==> src/rtl/touch_point_sequencer.sv <==
// Touch point sequencer: 4-point record/calibrate FSM plus
// per-frame hit debouncing into note events for playback.
module touch_point_sequencer #(
   parameter int          TIMEOUT_FRAMES  = 8,
   parameter int          DEBOUNCE_FRAMES = 2,
   parameter logic [23:0] NOTE_HOLD       = 24'd4_000_000
) (
   input  logic       clk,
   input  logic       rst,
   input  logic       i_record_key,
   input  logic       i_confirm,
   input  logic       i_frame_start,
   input  logic       i_spot_valid,
   input  logic [9:0] i_spot_x,
   input  logic [9:0] i_spot_y,
   input  logic [2:0] i_sound_num,
   output logic       o_state,
   output logic [2:0] o_mask,
   output logic       o_detect_finished,
   output logic [9:0] o_x,
   output logic [9:0] o_y,
   output logic [2:0] o_point_idx,
   output logic       o_error,
   output logic [2:0] o_note,
   output logic       o_note_start,
   output logic       o_note_active
);

   localparam int TW = $clog2(TIMEOUT_FRAMES + 1);
   localparam int DW = $clog2(DEBOUNCE_FRAMES + 1);
   localparam logic [TW-1:0] TMO = TW'(TIMEOUT_FRAMES);
   localparam logic [DW-1:0] DEB = DW'(DEBOUNCE_FRAMES);

   typedef enum logic [2:0] {
      S_PLAY, S_ARM, S_WAIT, S_SAMPLE, S_COMMIT
   } state_t;

   state_t          state_q;
   logic [2:0]      idx_q;
   logic [TW-1:0]   tcnt_q;
   logic [TW-1:0]   tcnt_d;
   logic            spot_q;
   logic [9:0]      sx_q, sy_q;
   logic            state_o_q, done_q, err_q;
   logic [2:0]      mask_q;
   logic [9:0]      x_q, y_q;

   assign tcnt_d = tcnt_q + TW'(1);

   always_ff @(posedge clk or negedge rst) begin
      if (!rst) begin
         state_q   <= S_PLAY;
         idx_q     <= '0;
         tcnt_q    <= '0;
         spot_q    <= 1'b0;
         sx_q      <= '0;
         sy_q      <= '0;
         state_o_q <= 1'b0;
         done_q    <= 1'b0;
         err_q     <= 1'b0;
         mask_q    <= '0;
         x_q       <= '0;
         y_q       <= '0;
      end else begin
         done_q <= 1'b0;
         err_q  <= 1'b0;
         mask_q <= '0;
         if (i_record_key) begin
            state_q   <= S_ARM;
            idx_q     <= 3'd1;
            state_o_q <= 1'b1;
         end else begin
            unique case (state_q)
               S_PLAY: begin
               end
               S_ARM: begin
                  if (i_confirm) state_q <= S_WAIT;
               end
               S_WAIT: begin
                  if (i_frame_start) begin
                     state_q <= S_SAMPLE;
                     spot_q  <= 1'b0;
                     tcnt_q  <= '0;
                  end
               end
               S_SAMPLE: begin
                  if (i_spot_valid) begin
                     sx_q   <= i_spot_x;
                     sy_q   <= i_spot_y;
                     spot_q <= 1'b1;
                  end
                  // a spot on the frame_start cycle still belongs to the old frame
                  if (i_frame_start) begin
                     if (spot_q || i_spot_valid) begin
                        state_q <= S_COMMIT;
                        done_q  <= 1'b1;
                        mask_q  <= idx_q;
                        x_q     <= i_spot_valid ? i_spot_x : sx_q;
                        y_q     <= i_spot_valid ? i_spot_y : sy_q;
                     end else if (tcnt_d == TMO) begin
                        err_q   <= 1'b1;
                        state_q <= S_ARM;
                     end else begin
                        tcnt_q <= tcnt_d;
                     end
                  end
               end
               S_COMMIT: begin
                  if (idx_q == 3'd4) begin
                     state_q   <= S_PLAY;
                     idx_q     <= '0;
                     state_o_q <= 1'b0;
                  end else begin
                     state_q <= S_ARM;
                     idx_q   <= idx_q + 3'd1;
                  end
               end
               default: state_q <= S_PLAY;
            endcase
         end
      end
   end

   logic [3:0]          hit_q, hit_now, fire;
   logic [3:0][DW-1:0]  cnt_q, cnt_d;
   logic [2:0]          note_q, note_d;
   logic                start_q, active_q;
   logic [23:0]         hold_q;

   always_comb begin
      case (i_sound_num)
         3'd1:    hit_now = 4'b0001;
         3'd2:    hit_now = 4'b0010;
         3'd3:    hit_now = 4'b0100;
         3'd4:    hit_now = 4'b1000;
         default: hit_now = 4'b0000;
      endcase
   end

   always_comb begin
      cnt_d = cnt_q;
      fire  = '0;
      for (int k = 0; k < 4; k++) begin
         if (!hit_q[k])          cnt_d[k] = '0;
         else if (cnt_q[k] != DEB) cnt_d[k] = cnt_q[k] + DW'(1);
         fire[k] = (cnt_d[k] == DEB) && (cnt_q[k] != DEB);
      end
   end

   always_comb begin
      note_d = '0;
      priority case (1'b1)
         fire[0]: note_d = 3'd1;
         fire[1]: note_d = 3'd2;
         fire[2]: note_d = 3'd3;
         fire[3]: note_d = 3'd4;
         default: note_d = '0;
      endcase
   end

   always_ff @(posedge clk or negedge rst) begin
      if (!rst) begin
         hit_q    <= '0;
         cnt_q    <= '0;
         note_q   <= '0;
         start_q  <= 1'b0;
         active_q <= 1'b0;
         hold_q   <= '0;
      end else begin
         start_q <= 1'b0;
         if (hold_q != '0) begin
            hold_q   <= hold_q - 24'd1;
            active_q <= (hold_q != 24'd1);
         end
         if (state_q != S_PLAY || i_record_key) begin
            hit_q <= '0;
            cnt_q <= '0;
         end else if (i_frame_start) begin
            hit_q <= hit_now;
            cnt_q <= cnt_d;
            if (|fire) begin
               note_q   <= note_d;
               start_q  <= 1'b1;
               active_q <= 1'b1;
               hold_q   <= NOTE_HOLD;
            end
         end else begin
            hit_q <= hit_q | hit_now;
         end
      end
   end

   assign o_state           = state_o_q;
   assign o_mask            = mask_q;
   assign o_detect_finished = done_q;
   assign o_x               = x_q;
   assign o_y               = y_q;
   assign o_point_idx       = idx_q;
   assign o_error           = err_q;
   assign o_note            = note_q;
   assign o_note_start      = start_q;
   assign o_note_active     = active_q;

endmodule

==> config.mk <==
export PLATFORM = sky130hd
export DESIGN_NAME = touch_point_sequencer
export DESIGN_NICKNAME = d
export VERILOG_FILES = /design/src/rtl/touch_point_sequencer.sv
export SDC_FILE = /design/constraint.sdc
export NUM_CORES = 1
export LEC_CHECK = 0
export BUFFER_PORTS_ARGS = -buffer_cell sky130_fd_sc_hd__buf_2
export CELL_PAD_IN_SITES_DETAIL_PLACEMENT = 1
export CELL_PAD_IN_SITES_GLOBAL_PLACEMENT = 2
export CORE_ASPECT_RATIO = 1.5
export CORE_MARGIN = 2
export CORE_UTILIZATION = 37
export DETAILED_ROUTE_END_ITERATION = 8
export PLACE_DENSITY_LB_ADDON = 0.2
export SETUP_SLACK_MARGIN = 0.5
export SLEW_MARGIN = 30
export SYNTH_ARGS = -nofsm -noshare
export SYNTH_HDL_FRONTEND = slang
export SYNTH_SLANG_ARGS = --single-unit
==> constraint.sdc <==
create_clock -name clk -period 2.4 [get_ports clk]
set_input_delay 0.36 -clock clk [delete_from_list [all_inputs] [get_ports clk]]
set_output_delay 0.36 -clock clk [all_outputs]
set_load 0.02 [all_outputs]
# After elaboration in Yosys (flattened, before gate mapping)
# Index checks and enable logic that the tools add are counted.
# op_classes
eq_ne	29
mux	65
add_sub_neg	7
n_bitwise	3
n_reduce_logical	21
# ops
cell	count
two-way mux 24 bit	4
two-way mux 3 bit	17
two-way mux 4 bit	6
inequality test 24 x 1 -> 1 bit, second input constant	1
nonzero test 24 bit	1
subtractor 24 x 1 -> 24 bit, second input constant	1
two-way mux 1 bit	22
two-way mux 10 bit	2
inequality test 2 bit, second input constant	10
two-way mux 2 bit	8
two-way mux 8 bit	2
case mux 4 bit (4 select lines)	1
case mux 3 bit (5 select lines)	1
== test 3 x 2 -> 1 bit, second input constant	4
== test 3 bit, second input constant	3
inequality test 3 bit, second input constant	3
adder 2 x 1 -> 2 bit, second input constant	4
== test 2 bit, second input constant	4
case mux 4 bit (2 select lines)	1
AND reduction 4 bit	2
nonzero test 2 bit	4
== test 3 x 1 -> 1 bit, second input constant	2
AND reduction 6 bit	1
AND reduction 5 bit	1
14 further kinds	20
# word_totals
out_inout_bits	34
input_bits	29
register_bits	98

# Depth between registers and ports, before layout
# logic_depth
word_depth	9
ltp_mapped	10

# Worst setup path before layout
# No wires, ideal clock.
# synth_timing
kind	register to register
from	register hold_q[0]
to	register hold_q[19]
path_stages_with_launch	10
path_buffers	2
arrival_time_ns	2.086
setup_ns	0.134
synth_period_minus_slack_ns	2.220
setup_slack_ns	0.180
cell_sequence	dfrtp_1 inv_1 ha_1 or4b_1 or4_4 buf_6 buf_6 nand4b_1 xor2_1 nand2_1
# synth_between
elab_chain_len	5
word_cells_on_any_way	6
cone_classes	1 x add/sub; 4 x mux; 1 x reduce/logical
# synth_rtl
item	line_no	source
start: declaration	128	logic [23:0] hold_q;
start signal: assignment	172	hold_q <= hold_q - 24'd1;
subtractor 24 x 1 -> 24 bit / nonzero test 24 bit (equally long branches)	172, 171	
two-way mux 24 bit *	171	if (hold_q != '0) begin
two-way mux 24 bit	181	if (|fire) begin
two-way mux 24 bit	178	end else if (i_frame_start) begin
two-way mux 24 bit *	175	if (state_q != S_PLAY || i_record_key) begin
# Mark *: on every way between the ends. The rest lies on a longest branch, timed or not.
# A chain may end at the register's enable or synchronous reset.

# Final worst setup path
# Same ends and word-level chain as after synthesis.

==> impl_results.html <==
<table>
<tr><th>Metric</th><th>Value</th></tr>
<tr><th colspan="2">Clocking</th></tr>
<tr><td>Clock network latency to the later pin of the worst-skew pair</td><td>0.35 ns</td></tr>
<tr><td>Cell at the root of the clock tree</td><td>clkbuf_16</td></tr>
<tr><td>Clock buffer depth</td><td>2</td></tr>
<tr><td>Clock Pin Slew Worst Setup and Hold Paths</td><td>0.07 ns</td></tr>
<tr><td>TritonCTS clock tree</td><td>done</td></tr>
<tr><td>Depth of the CTS H-tree</td><td>3</td></tr>
<tr><td>Cts bufs inserted</td><td>9</td></tr>
<tr><td>Clock tree sinks</td><td>98</td></tr>
<tr><th colspan="2">Run status</th></tr>
<tr><td>Status</td><td>finished, final reports clean</td></tr>
<tr><th colspan="2">Drt</th></tr>
<tr><td>Routed WL per cell</td><td>between 15 and 20 um</td></tr>
<tr><td>Routed Wire Length</td><td>11.8 mm</td></tr>
<tr><td>Vias after detailed routing</td><td>roughly 3800</td></tr>
<tr><td>Drt pass-1 iters</td><td>4</td></tr>
<tr><td>Average via count per standard cell</td><td>5.24</td></tr>
<tr><td>Post-detailed-route count of antenna-violating nets</td><td>0</td></tr>
<tr><td>Number of DRC markers in iteration 0</td><td>84</td></tr>
<tr><td>Detailed-route DRC error count</td><td>0</td></tr>
<tr><th colspan="2">Job</th></tr>
<tr><td>Number of max-cap violations</td><td>0</td></tr>
<tr><th colspan="2">Die</th></tr>
<tr><td>Placeable Area</td><td>about 13000 um2</td></tr>
<tr><td>Die width</td><td>96.7 um</td></tr>
<tr><td>DIE AREA</td><td>roughly 14000 um2</td></tr>
<tr><td>Initial core utilization</td><td>38.1%</td></tr>
<tr><td>Floorplan die height</td><td>approximately 140 um</td></tr>
<tr><td>IO Count</td><td>63</td></tr>
<tr><td>Num rows</td><td>50</td></tr>
<tr><th colspan="2">STA</th></tr>
<tr><td>Clock skew after layout</td><td>0.0103 ns</td></tr>
<tr><td>Setup tns final</td><td>0 ns</td></tr>
<tr><td>Pin slew with the least headroom to its limit</td><td>a little under 0.7 ns</td></tr>
<tr><td>Final worst hold slack</td><td>slightly above 0.04 ns</td></tr>
<tr><td>Upper clock frequency limit</td><td>between 0.4 and 0.5 GHz</td></tr>
<tr><td>Tcrit/Tclk final</td><td>89.1%</td></tr>
<tr><td>Final setup viols</td><td>0</td></tr>
<tr><td>Max-slew headroom at the worst pin</td><td>54.7%</td></tr>
<tr><td>Time the worst path needs with I/O delays and setup</td><td>2.14 ns</td></tr>
<tr><td>RSZ-0062 raised after global routing</td><td>yes</td></tr>
<tr><td>Slew Limit Fails</td><td>0</td></tr>
<tr><td>Number of failing hold endpoints at the final stage</td><td>0</td></tr>
<tr><th colspan="2">Synthesis</th></tr>
<tr><td>Unique masters post-synth</td><td>55</td></tr>
<tr><td>Count of synthesis-stage warnings from yosys</td><td>0</td></tr>
<tr><td>Part of the Yosys area used for sequential elements</td><td>between 50% and 60%</td></tr>
<tr><td>Top cells by count, synth</td><td>98 x dfrtp_1, 70 x nor2_1, 40 x a21oi_1</td></tr>
<tr><td>Post-synth top area cell</td><td>dfrtp_1</td></tr>
<tr><td>Flip-flop and latch count after synthesis</td><td>98</td></tr>
<tr><td>Instance count of the mapped netlist</td><td>470</td></tr>
<tr><td>Post-Syn Area</td><td>4770 um2</td></tr>
<tr><td>Ranking of synthesized cells by area</td><td>dfrtp_1 51%, nor2_1 5.5%, mux2_2 5.0%</td></tr>
<tr><td>Most frequently used cell type in the post-synthesis netlist</td><td>dfrtp_1</td></tr>
<tr><td>Mean area per synthesized cell</td><td>10.1 um2</td></tr>
<tr><td>Net count after synthesis</td><td>514</td></tr>
<tr><td>Area share of the leading cell type in the synthesized netlist</td><td>51.4%</td></tr>
<tr><td>EDFF count, synth</td><td>0</td></tr>
<tr><td>Flip-flop cell with the highest count after synthesis</td><td>dfrtp_1</td></tr>
<tr><td>Asr flop ratio synth</td><td>100%</td></tr>
<tr><th colspan="2">Critical path</th></tr>
<tr><td>Kind of start point of the critical path</td><td>flop</td></tr>
<tr><td>Critical setup path kind</td><td>reg2reg</td></tr>
<tr><td>Cell chain of the critical path</td><td>inv_2 -&gt; ha_4 -&gt; or4b_4 -&gt; or4_4 -&gt; nand4b_1 -&gt; xor2_1 -&gt; nand2_1</td></tr>
<tr><td>CP required</td><td>2.63 ns</td></tr>
<tr><td>Worst reg2reg setup slack</td><td>between 0.2 and 0.3 ns</td></tr>
<tr><td>Number of cell instances on the worst register-to-register path</td><td>7</td></tr>
<tr><td>Maximum cell stage delay along the critical path</td><td>0.53 ns</td></tr>
<tr><td>Reg-to-reg endpoint</td><td>hold_q[19]$_DFF_PN0_</td></tr>
<tr><td>Data arrival time of the critical path</td><td>2.37 ns</td></tr>
<tr><td>Type of element capturing the critical path</td><td>flop</td></tr>
<tr><td>Worst-path maximum fanout</td><td>8</td></tr>
<tr><td>Crit-path slowest cell</td><td>or4_4</td></tr>
<tr><td>Reg2Reg Launch Point</td><td>hold_q[0]$_DFF_PN0_</td></tr>
<tr><th colspan="2">Global routing</th></tr>
<tr><td>Via count of the first global-routing pass</td><td>roughly 4100</td></tr>
<tr><td>GRT Residual Overflow</td><td>0</td></tr>
<tr><td>Maximum number of pins on one net before global-route repair</td><td>50</td></tr>
<tr><td>Number of antenna violations at the first check in global routing</td><td>0</td></tr>
<tr><td>Global-route wire length before repair</td><td>20.3 mm</td></tr>
<tr><td>Overall global routing resource usage</td><td>about 18%</td></tr>
<tr><th colspan="2">Power and ir drop</th></tr>
<tr><td>Total internal power</td><td>3.68 mW</td></tr>
<tr><td>Seq pwr share</td><td>44.5%</td></tr>
<tr><td>Share of total power in the clock network</td><td>29.8%</td></tr>
<tr><td>Areal power density over the cells</td><td>906 nW/um2</td></tr>
<tr><td>Comb power frac</td><td>about a quarter</td></tr>
<tr><td>Maximum vdd ir drop</td><td>434 uV</td></tr>
<tr><td>Overall power</td><td>5.41 mW</td></tr>
<tr><td>Leak</td><td>2.58 nW</td></tr>
<tr><td>Net Sw Frac</td><td>32.0%</td></tr>
<tr><td>Power dissipated by switching net loads</td><td>1.73 mW</td></tr>
<tr><th colspan="2">Final layout</th></tr>
<tr><td>Count of non-filler cells in the finished layout</td><td>717</td></tr>
<tr><td>Antenna diodes</td><td>0</td></tr>
<tr><td>Layout Nets</td><td>600</td></tr>
<tr><td>Synthesis-to-layout area growth</td><td>25.2%</td></tr>
<tr><td>Fraction of final layout cells with drive strength greater than 1</td><td>between 30 and 40%</td></tr>
<tr><th colspan="2">Placed design</th></tr>
<tr><td>Placed wire-length estimate after detailed placement</td><td>8.03 mm</td></tr>
<tr><td>Post-Place Cells</td><td>a little under 700</td></tr>
<tr><td>Routability congestion estimate</td><td>0.787</td></tr>
<tr><td>Port-buffer cells</td><td>62</td></tr>
<tr><th colspan="2">Hold path</th></tr>
<tr><td>Worst hold path class</td><td>in2async</td></tr>
</table>
[repair_timing]
action                                  in CTS  in global routing
endpoints found under the setup margin      25                 28
pin swaps                                   18                 14
hold endpoints to repair                     0                  0
resized for setup                           25                 15
setup buffers                                7                 11
gates cloned                                 1                  0
hold buffers                                 0                  0
[stage by stage]
stage | utilization (%) | instance area (um2) | worst slack (ns)
2_1_floorplan | - | 4780 | 0.186
3_3_place_gp | 42.7 | 5340 | 0.189
3_5_place_dp | 42.7 | 5340 | 0.125
4_1_cts | 46.6 | 5830 | 0.196
5_1_grt | 47.7 | 5970 | 0.195
6_report | 47.7 | 5970 | 0.261
[placed cells by master (no fill, tap or decap), types with 3 or more instances in the layout]
master / n
a21oi_1: 38
a22oi_1: 3
a31oi_1: 3
and2_1: 4
buf_12: 3
buf_2: 61
buf_4: 31
clkbuf_16: 9
dfrtp_1: 94
dfrtp_2: 4
ha_1: 12
inv_1: 16
mux2_2: 21
mux2i_1: 20
nand2_1: 30
nand3_1: 12
nand4_1: 8
nand4b_1: 3
nor2_1: 66
nor2_2: 3
nor2b_1: 3
nor3_1: 10
nor4_1: 5
o21ai_0: 7
o21ai_2: 4
or3_1: 6
or4_4: 6
xnor2_1: 7
xor2_1: 14
[power by group through the flow]
stage / Combinational (mW) / Sequential, mW / Clock [mW]
after floorplan: 0.651 / 2.56 / 0
after global placement: 1.22 / 2.40 / 0
after detailed placement: 1.26 / 2.43 / 0
after CTS: 1.36 / 2.41 / 1.67
after global routing: 1.55 / 2.47 / 1.73
final: 1.39 / 2.41 / 1.61
[final cells by class]
cell class / count / area (um2)
clock buffer: 9 / 225
clock inverter: 7 / 105
fill: 1425 / 6540
inverter: 19 / 73.8
sequential: 98 / 2460
tap: 156 / 195
multi-input combinational: 331 / 2290
timing repair buffer: 97 / 621
[how the worst max path moves through the flow]
stage / from / endpoint / slack (ns) / depth (start not counted)
floorplan: hold_q[0]$_DFF_PN0_ / hold_q[19]$_DFF_PN0_ / 0.19 / 9
CTS: hold_q[0]$_DFF_PN0_ / hold_q[11]$_DFF_PN0_ / 0.20 / 7
global route: hold_q[0]$_DFF_PN0_ / hold_q[19]$_DFF_PN0_ / 0.20 / 7
global placement: hold_q[0]$_DFF_PN0_ / hold_q[11]$_DFF_PN0_ / 0.19 / 7
detailed placement: hold_q[0]$_DFF_PN0_ / hold_q[13]$_DFF_PN0_ / 0.12 / 7
finish: hold_q[0]$_DFF_PN0_ / hold_q[19]$_DFF_PN0_ / 0.26 / 7
[critical path: cells and delay by family, from the launching register on]
family	cells	cell delay [ns]
buffers and inverters	1	0.09
adder cells (fa/ha/maj)	1	0.14
AND/OR/NAND/NOR	4	1.24
XOR/XNOR	1	0.16
flip-flops	1	0.39
[state kept, by name, indices dropped and copies added (netlist names), 4 cells and up]
name,count
hold_q,24
sy_q,10
sx_q,10
o_y,10
o_x,10
cnt_q,8
hit_q,4
tcnt_q,4
[metal layers]
layer	up-vias	part of all wire [%]	GRT usage, %
li1	1811	-	-
met1	1893	41	20.9
met2	43	55	33.6
met3	12	2.1	2.25
met4	0	1.8	6.82
met5	-	0	0
[kinds of logic (layout without fill, tap and decap cells)]
family          count (synthesis)  in the layout  share of synthesized area, %
compound gates                 78             78                          9.87
xor+xnor                       22             22                          4.04
fa+ha+maj                      15             15                          3.94
buf+inv                        42            132                          3.65
flops                          98             98                          51.4
mux                            41             41                          9.16
simple gates                  174            175                          17.9
(Power assumes the default switching activity.)
